### src/rtl/wb_pkg.sv
// Shared types and constants for the writeback unit: load funct3 encodings,
// default load-buffer depth and the load-buffer entry layout.
package wb_pkg;

    localparam int LD_DEPTH_DEFAULT = 2;

    typedef enum logic [2:0] {
        F3_LB  = 3'b000,
        F3_LH  = 3'b001,
        F3_LW  = 3'b010,
        F3_LBU = 3'b100,
        F3_LHU = 3'b101
    } ld_funct3_e;

    typedef struct packed {
        logic [4:0]  rd;
        logic [31:0] data;
        logic        live;
    } ld_entry_t;

endpackage

### src/rtl/wb_load_fifo.sv
// Load-return buffer: in-order FIFO of extended load results. Entries whose rd
// is overwritten by a younger execute result are killed but still drain.
module wb_load_fifo
    import wb_pkg::*;
#(
    parameter int DEPTH = LD_DEPTH_DEFAULT
) (
    input  logic        clk,
    input  logic        rst,
    input  logic        push,
    input  ld_entry_t   push_entry,
    input  logic        pop,
    output ld_entry_t   head,
    input  logic        kill_en,
    input  logic [4:0]  kill_rd,
    output logic        full,
    output logic        empty,
    output logic [31:0] busy
);

    localparam int AW = $clog2(DEPTH);
    localparam logic [AW:0] FULL_COUNT = (AW + 1)'(DEPTH);

    logic [4:0]       rd_mem   [DEPTH];
    logic [31:0]      data_mem [DEPTH];
    logic [DEPTH-1:0] live_q;
    logic [AW-1:0]    wr_ptr;
    logic [AW-1:0]    rd_ptr;
    logic [AW:0]      count;

    // NOTE: payload storage is deliberately not reset; live_q and the pointers
    // are, which alone makes every slot invalid after reset.
    always_ff @(posedge clk) begin
        if (push) begin
            rd_mem[wr_ptr]   <= push_entry.rd;
            data_mem[wr_ptr] <= push_entry.data;
        end
    end

    // NOTE: sequential state uses <= so every register samples pre-edge values.
    always_ff @(posedge clk or posedge rst) begin
        if (rst) begin
            wr_ptr <= '0;
            rd_ptr <= '0;
            count  <= '0;
            live_q <= '0;
        end else begin
            for (int i = 0; i < DEPTH; i++) begin
                if (kill_en && rd_mem[i] == kill_rd) begin
                    live_q[i] <= 1'b0;
                end
            end
            if (pop) begin
                live_q[rd_ptr] <= 1'b0;
                rd_ptr         <= rd_ptr + 1'b1;
            end
            // An incoming entry is younger than a same-cycle kill, so it is set last.
            if (push) begin
                live_q[wr_ptr] <= push_entry.live;
                wr_ptr         <= wr_ptr + 1'b1;
            end
            case ({push, pop})
                2'b10:   count <= count + 1'b1;
                2'b01:   count <= count - 1'b1;
                default: ;
            endcase
        end
    end

    assign full  = (count == FULL_COUNT);
    assign empty = (count == '0);
    assign head  = '{rd: rd_mem[rd_ptr], data: data_mem[rd_ptr], live: live_q[rd_ptr]};

    // NOTE: default assigned first so no path leaves busy unassigned (no latch).
    always_comb begin
        busy = '0;
        for (int i = 0; i < DEPTH; i++) begin
            if (live_q[i]) begin
                busy[rd_mem[i]] = 1'b1;
            end
        end
        busy[0] = 1'b0;
    end

endmodule

### src/rtl/writeback_unit.sv
// Register-file writeback arbiter: execute results win, loads queue behind them.
// Optional performance counters are built when WB_PERF_EN is defined.
module writeback_unit
    import wb_pkg::*;
#(
    parameter int LD_DEPTH = LD_DEPTH_DEFAULT
) (
    input  logic        clk,
    input  logic        rst,
    input  logic        ex_valid,
    input  logic [4:0]  ex_rd,
    input  logic [31:0] ex_data,
    input  logic        ld_valid,
    output logic        ld_ready,
    input  logic [4:0]  ld_rd,
    input  logic [31:0] ld_word,
    input  logic [1:0]  ld_addr_lo,
    input  logic [2:0]  ld_funct3,
    output logic [4:0]  rd,
    output logic [31:0] rdv,
    output logic        reg_wen,
    output logic [31:0] busy,
    output logic [31:0] perf_writes,
    output logic [31:0] perf_ld_stalls
);

    function automatic logic [31:0] extend_load(input logic [31:0] word,
                                                input logic [1:0]  lo,
                                                input logic [2:0]  f3);
        logic [7:0]  b;
        logic [15:0] h;
        b = 8'(word >> {lo, 3'b000});
        h = lo[1] ? word[31:16] : word[15:0];
        case (ld_funct3_e'(f3))
            F3_LB:   return {{24{b[7]}}, b};
            F3_LBU:  return {24'd0, b};
            F3_LH:   return {{16{h[15]}}, h};
            F3_LHU:  return {16'd0, h};
            default: return word;
        endcase
    endfunction

    ld_entry_t   push_entry;
    ld_entry_t   head;
    logic        fifo_push;
    logic        fifo_pop;
    logic        fifo_full;
    logic        fifo_empty;
    logic        bypass;
    logic [31:0] ld_ext;
    logic [4:0]  sel_rd;
    logic [31:0] sel_data;
    logic        sel_wen;

    assign ld_ext     = extend_load(ld_word, ld_addr_lo, ld_funct3);
    assign push_entry = '{rd: ld_rd, data: ld_ext, live: (ld_rd != 5'd0)};
    assign ld_ready   = !fifo_full;

    wb_load_fifo #(.DEPTH(LD_DEPTH)) u_load_fifo (
        .clk        (clk),
        .rst        (rst),
        .push       (fifo_push),
        .push_entry (push_entry),
        .pop        (fifo_pop),
        .head       (head),
        .kill_en    (ex_valid && ex_rd != 5'd0),
        .kill_rd    (ex_rd),
        .full       (fifo_full),
        .empty      (fifo_empty),
        .busy       (busy)
    );

    // Priority: execute result, then oldest buffered load, then a load that
    // bypasses an empty buffer.
    always_comb begin
        fifo_pop = 1'b0;
        bypass   = 1'b0;
        sel_rd   = ex_rd;
        sel_data = ex_data;
        sel_wen  = 1'b0;
        if (ex_valid) begin
            sel_wen = (ex_rd != 5'd0);
        end else if (!fifo_empty) begin
            fifo_pop = 1'b1;
            sel_rd   = head.rd;
            sel_data = head.data;
            sel_wen  = head.live;
        end else if (ld_valid) begin
            bypass   = 1'b1;
            sel_rd   = ld_rd;
            sel_data = ld_ext;
            sel_wen  = (ld_rd != 5'd0);
        end
        fifo_push = ld_valid && ld_ready && !bypass;
    end

    always_ff @(posedge clk or posedge rst) begin
        if (rst) begin
            rd      <= '0;
            rdv     <= '0;
            reg_wen <= 1'b0;
        end else begin
            rd      <= sel_rd;
            rdv     <= sel_data;
            reg_wen <= sel_wen;
        end
    end

`ifdef WB_PERF_EN
    logic [31:0] writes_q;
    logic [31:0] stalls_q;

    always_ff @(posedge clk or posedge rst) begin
        if (rst) begin
            writes_q <= '0;
            stalls_q <= '0;
        end else begin
            if (reg_wen) begin
                writes_q <= writes_q + 32'd1;
            end
            if (!fifo_empty && ex_valid) begin
                stalls_q <= stalls_q + 32'd1;
            end
        end
    end

    assign perf_writes    = writes_q;
    assign perf_ld_stalls = stalls_q;
`else
    assign perf_writes    = '0;
    assign perf_ld_stalls = '0;
`endif

endmodule

### config.mk
export PLATFORM = sky130hd
export DESIGN_NAME = writeback_unit
export DESIGN_NICKNAME = d
export VERILOG_FILES = /design/src/rtl/wb_pkg.sv /design/src/rtl/wb_load_fifo.sv /design/src/rtl/writeback_unit.sv
export SDC_FILE = /design/constraint.sdc
export NUM_CORES = 1
export LEC_CHECK = 0
export ABC_AREA = 1
export CAP_MARGIN = 15
export CORE_ASPECT_RATIO = 1.5
export CORE_MARGIN = 2
export CORE_UTILIZATION = 44
export CTS_BUF_LIST = sky130_fd_sc_hd__clkbuf_4 sky130_fd_sc_hd__clkbuf_8
export CTS_CLUSTER_DIAMETER = 100
export DETAILED_ROUTE_END_ITERATION = 6
export PLACE_DENSITY = 0.8
export SYNTH_ARGS = -nofsm -noshare
export SYNTH_HDL_FRONTEND = slang
export SYNTH_HIERARCHICAL = 1
export SYNTH_SLANG_ARGS = --single-unit
export TNS_END_PERCENT = 100
### constraint.sdc
create_clock -name clk -period 3.1 [get_ports clk]
set_clock_uncertainty 0.2 [all_clocks]
set_input_delay 0.775 -clock clk [delete_from_list [all_inputs] [get_ports clk]]
set_output_delay 0.775 -clock clk [all_outputs]
set_load 0.02 [all_outputs]
After elaboration in Yosys (flattened, before gate mapping)

Memories as Yosys holds them, arrays and structs flattened.
Cells that the tools add are included.

$lt $le $gt $ge: 8
Reduce and logical (&&, ||, !) cells: 16
Bitwise logic cells: 3
Multiply operators: 0
Shift operators: 1
$add $sub $neg: 4
Muxes and demuxes: 36
Equality and inequality tests: 8
Divide/modulo/power cells: 0

Operator list:

| operator                                                              | count |
|---|---|
| 32-bit two-way mux                                                    | 5 |
| 32-bit case mux with 4 select lines                                   | 1 |
| 32-bit OR                                                             | 1 |
| 32-bit by 5-bit right shift with 8-bit output                         | 1 |
| 1-bit two-way mux                                                     | 18 |
| 16-bit two-way mux                                                    | 1 |
| 5-bit two-way mux                                                     | 3 |
| 5-bit by 6-bit < comparator with 1-bit output, second input constant  | 2 |
| 1-bit demux with 5-bit select                                         | 2 |
| 5-bit equality test                                                   | 2 |
| 5-bit by 1-bit >= comparator with 1-bit output, second input constant | 2 |
| 5-bit nonzero test                                                    | 2 |
| 1-bit logical AND                                                     | 9 |
| 3-bit equality test, second input constant                            | 2 |
| 2-bit equality test, second input constant                            | 2 |
| 1-bit by 2-bit < comparator with 1-bit output, second input constant  | 2 |
| 2-bit two-way mux                                                     | 2 |
| 2-bit case mux with 2 select lines                                    | 1 |
| 3-bit by 1-bit equality test with 1-bit output, second input constant | 1 |
| 3-bit logical NOT                                                     | 1 |
| 1-bit adder, second input constant                                    | 2 |
| 2-bit by 1-bit adder with 2-bit output, second input constant         | 1 |
| 2-bit AND                                                             | 1 |
| 2-bit bitwise mux                                                     | 1 |
| other kinds (8)                                                       | 11 |

Latch bits: 0
Register bits: 44
Output and inout bits: 135
Memory bits (writable): 74
Input bits: 83
Bits in read-only memories: 0
Memories: 2

Memory list:

| memory               | words | bits a word | rd ports | clocked after memory_dff | write ports | line               | text |
|---|---|---|---|---|---|---|---|
| u_load_fifo.data_mem | 2     | 32          | 1        | 0                        | 1           | wb_load_fifo.sv:25 | `logic [31:0] data_mem [DEPTH];` |
| u_load_fifo.rd_mem   | 2     | 5           | 3        | 0                        | 1           | wb_load_fifo.sv:24 | `logic [4:0] rd_mem [DEPTH];` |

Logic depth before layout (Yosys ltp)

Depth in word-level cells: 9
Depth in mapped cells: 9
Gate-level depth less buffers: 9

Modules after synthesis

Netlist, hierarchy kept.

By module, submodules not included:

| module         | cells an instance | area each (um^2) | times used |
|---|---|---|---|
| wb_load_fifo   | 362               | 3593.4           | 1 |
| writeback_unit | 528               | 3387.0           | 1 |

Worst setup path after synthesis

No wires, ideal clock.

Kind: input port to flip-flop
Start point: in ld_valid
End point: mem u_load_fifo.data_mem[0][0], enable pin
Arrival time: 2901 ps
Path slack: -435 ps
Cell stages on the path: 4
Path buffers: 0
Library setup time: 434 ps
Cell sequence: inv_1 nor3_1 inv_1 nor2_1

Longest elaborated chain between the ends: 7
Elaborated cells between the ends (all ways): 8
Classes of those cells: mux: 5; reduce/logical: 3

Ends and longest elaborated chain:

| what                                      | line                 | text |
|---|---|---|
| from (decl)                               | writeback_unit.sv:13 | `input logic ld_valid,` |
| 1-bit two-way mux                         | writeback_unit.sv:88 | `end else if (ld_valid) begin` |
| 1-bit two-way mux                         | writeback_unit.sv:83 | `end else if (!fifo_empty) begin` |
| 1-bit two-way mux                         | writeback_unit.sv:81 | `if (ex_valid) begin` |
| 1-bit logical NOT                         | writeback_unit.sv:94 | `fifo_push = ld_valid && ld_ready && !bypass;` |
| 1-bit logical AND *                       | writeback_unit.sv:94 |  |
| named net fifo_push                       | writeback_unit.sv:45 | `logic fifo_push;` |
| 1-bit two-way mux *                       | wb_load_fifo.sv:34   | `if (push) begin` |
| 1-bit two-way mux (implied by the code) * | wb_load_fifo.sv:36   | `data_mem[wr_ptr] <= push_entry.data;` |
| to (decl)                                 | wb_load_fifo.sv:25   |  |

Mark *: on every way through the listed nets, which the timed path passes. The rest lies on a longest branch.

==> results by group <==
Setup path
  • Crit-path max FO: 5
  • Worst setup SP type: flip-flop
  • Crit-path most repeated cell: inv_1
  • WP data arrival: 2.01 ns
  • Critical Setup Path Class: flip-flop to output pin
  • Crit-path slowest cell: edfxtp_1
  • CP peak stage delay: approximately 0.48 ns
  • CP top delay family: buffers and inverters
  • Nature of the critical path endpoint: output pin
  • Worst path bufs/invs: 3
  • Crit path cell chain: inv_1 > nand3_1 > inv_1 > nand2_1 > o21ai_0 > dlygate4sd2_1
  • CP required: about 2.1 ns

Yosys
  • Synth top area cells: edfxtp_1 32%, nand2_1 17%, dfrtp_1 16%
  • Async S/R FF share, synth: between 30 and 40%
  • Register area share after synthesis: between 40 and 50%
  • Post-Syn Area: 6980 sq um
  • Synth Register Bits: about 120
  • Warnings, synthesis: 6
  • Post-synth EDFFs: 74
  • Mapped Cells: approximately 900
  • Mean Syn Cell Area: 7.843 sq um
  • Unique masters post-synth: 32
  • Largest area contributor in the netlist: edfxtp_1
  • Ys flop type: edfxtp_1
  • Post-synth top area share: a little under a third

Timing
  • Fmax: 334.7 MHz
  • Final setup fails: 0
  • Slew HR: 41.47%
  • Final hold viol count: 0
  • Final Critical Period: 2.988 ns
  • Final period util: 96.39%
  • RSZ-0062 raised after global routing: no
  • Slew Viols, Final: 0
  • Hold slack: 0.3529 ns
  • Final setup margin: 0.1119 ns
  • Slew @ Worst Pin: 0.8725 ns

Drt
  • Routed wire length: 20,640 um
  • Vias/cell: 5.297
  • Drt initial violations: ~510
  • Post-route antenna net violation count: 0
  • # DRC: 0
  • Routed WL per cell: 16.29 um
  • Via count: 6,711
  • 1st-pass router iterations: 5

Placement
  • Pre-CTS WS: around 0.26 ns
  • Final GP Congestion: 0.9866
  • Placed cells: approximately 1,200
  • HPWL Detailed: about 15,000 um
  • Post-DP Area: 8547 sq um
  • I/O Buffers: 152

Clock tree
  • CTS Buf Count: 17
  • Clk pin slew, worst setup/hold paths: 0.07 ns
  • H-tree depth: 4
  • Sink Count: 118
  • Clk buf depth: 2
  • # hold bufs at CTS: 0
  • Root Driver: clkbuf_8
  • CTS tree: done
  • Worst skew pair latency: between 0.4 and 0.5 ns

Power
  • Peak supply drop: between 0.4 and 0.5 mV
  • Total Power Consumption: 0.006133 W
  • Leakage: 4.398 nW
  • Power density over cell area: 682.4 nW/um^2

Layout
  • Share of cells above drive strength 1: 8.741%
  • Final non-filler cell total: about 1,300
  • Most frequent cells in the layout: 313 x nand2_1, 120 x clkdlybuf4s50_1, 85 x nor2_1
  • Fillers: 1,401
  • Area of the multi-input gates: 3054 sq um
  • Most common cell after layout, fill and taps aside: nand2_1
  • Final Net Count: 1,135
  • Post-route cell area: 8987 sq um
  • Register area: 3323 sq um
  • Layout area overhead: 28.75%
  • Diodes inserted: 0

Run
  • Max_cap viols: 0

Floorplan
  • Chip Width: 106.8 um
  • Initial Utilization: between 40% and 50%
  • Core ar.: 15,550 sq um
  • Die height: 158.3 um
  • IO Pins: 218
  • Site Rows: 56
  • Die area: roughly 17,000 sq um

Outcome
  • Outcome: complete, no violations

GRT
  • Total GRT Usage: between 20% and 30%
  • Global route total overflow: 0
  • Initial antenna violation count: 0
  • Largest net degree at the start of global routing: 66
  • First-pass GRT wire length: 31,570 um
  • Vias in the first global route: 6,176

Min path
  • Hold Crit Class: flip-flop to flip-flop
==> worst register-to-register path: cells and delay by family (launching register included) <==
family | cells | cell delay (ns)
adders and majority gates | 1 | 0.28
and+or+nand+nor | 3 | 0.44
DFF | 1 | 0.43
xor gates and xnor gates | 1 | 0.15
AOI/OAI and AO/OA | 2 | 0.24
buffers and inverters | 2 | 0.23
==> sequential cells by signal, summed over array words and instances (netlist names) <==
register	flops
u_load_fifo/count	2
u_load_fifo/live_q	2
rdv	32
u_load_fifo/rd_mem	10
u_load_fifo/wr_ptr	1
reg_wen	1
rd	5
u_load_fifo/data_mem	64
u_load_fifo/rd_ptr	1
==> per-layer routing <==
layer	vias to the layer above	track usage, %	part of all wire, %
met5	-	0	0
met4	0	10.82	3.2
met3	52	3.971	8.3
met2	421	43.13	51
met1	3105	28.93	37
li1	3133	-	-
==> worst paths after layout <==
path	from	to	slack (ns)	cells past startpoint
max	u_load_fifo/rd_mem[0][0]$_DFFE_PP_	busy[26]	0.11	6
min	u_load_fifo/count[0]$_DFFE_PP0P_	u_load_fifo/count[0]$_DFFE_PP0P_	0.35	1
max reg2reg	u_load_fifo/count[0]$_DFFE_PP0P_	u_load_fifo/count[1]$_DFFE_PP0P_	1.01	9
min reg2reg	u_load_fifo/count[0]$_DFFE_PP0P_	u_load_fifo/count[0]$_DFFE_PP0P_	0.35	1
max in group asynchronous	rst	rdv[21]$_DFF_PP0_	1.56	3
min in group asynchronous	rst	u_load_fifo/count[1]$_DFFE_PP0P_	0.45	2
==> where the power goes <==
group / switching [W] / total [W] / internal [W] / leakage (nW)
clock network: 0.000654 / 0.00120 / 0.000551 / 0.164
logic: 0.00162 / 0.00257 / 0.000944 / 3.01
registers: 0.000180 / 0.00236 / 0.00218 / 1.22
total: 0.00246 / 0.00613 / 0.00368 / 4.40
==> through the flow <==
stage          utilization, %  TNS, ns
2_1_floorplan               -        0
3_3_place_gp            54.95        0
3_5_place_dp            54.95        0
4_1_cts                 57.23  -0.1597
5_1_grt                 57.78        0
6_report                57.78        0
==> Yosys cell counts (all sizes together), types with 2 or more instances <==
master / count
nand2: 316
buf: 90
nor2: 88
edfxtp: 74
nand3: 59
inv: 56
dfrtp: 44
o21ai: 44
a22oi: 33
nand4: 27
clkbuf: 15
nor3: 9
a21oi: 8
o22ai: 6
o211ai: 5
or2: 5
xor2: 3
conb: 2
==> repair_timing <==
action                     in CTS  in global routing
resized for setup              20                 19
pin swaps                       1                  1
buffers inserted                2                  4
setup endpoints to repair      27                 15
==> cells by family after synthesis <==
family	count (synthesis)	share of synthesized area, %
AND/OR/NAND/NOR	506	30.35
buffers and inverters	161	12.69
flip-flops	118	47.61
AO/OA/AOI/OAI	98	8.568
XOR/XNOR	4	0.5020
other	2	0.1076
adder cells (fa/ha/maj)	1	0.1792
==> cell type report <==
type | instances | area share, %
multi-input combinational | 674 | 33.98
inverter | 56 | 2.367
tap | 203 | 2.826
sequential | 118 | 36.98
timing repair buffer | 184 | 20.02
clock inverter | 15 | 1.225
clock buffer | 17 | 2.603
Note: power is estimated with default switching activity, not from simulation.
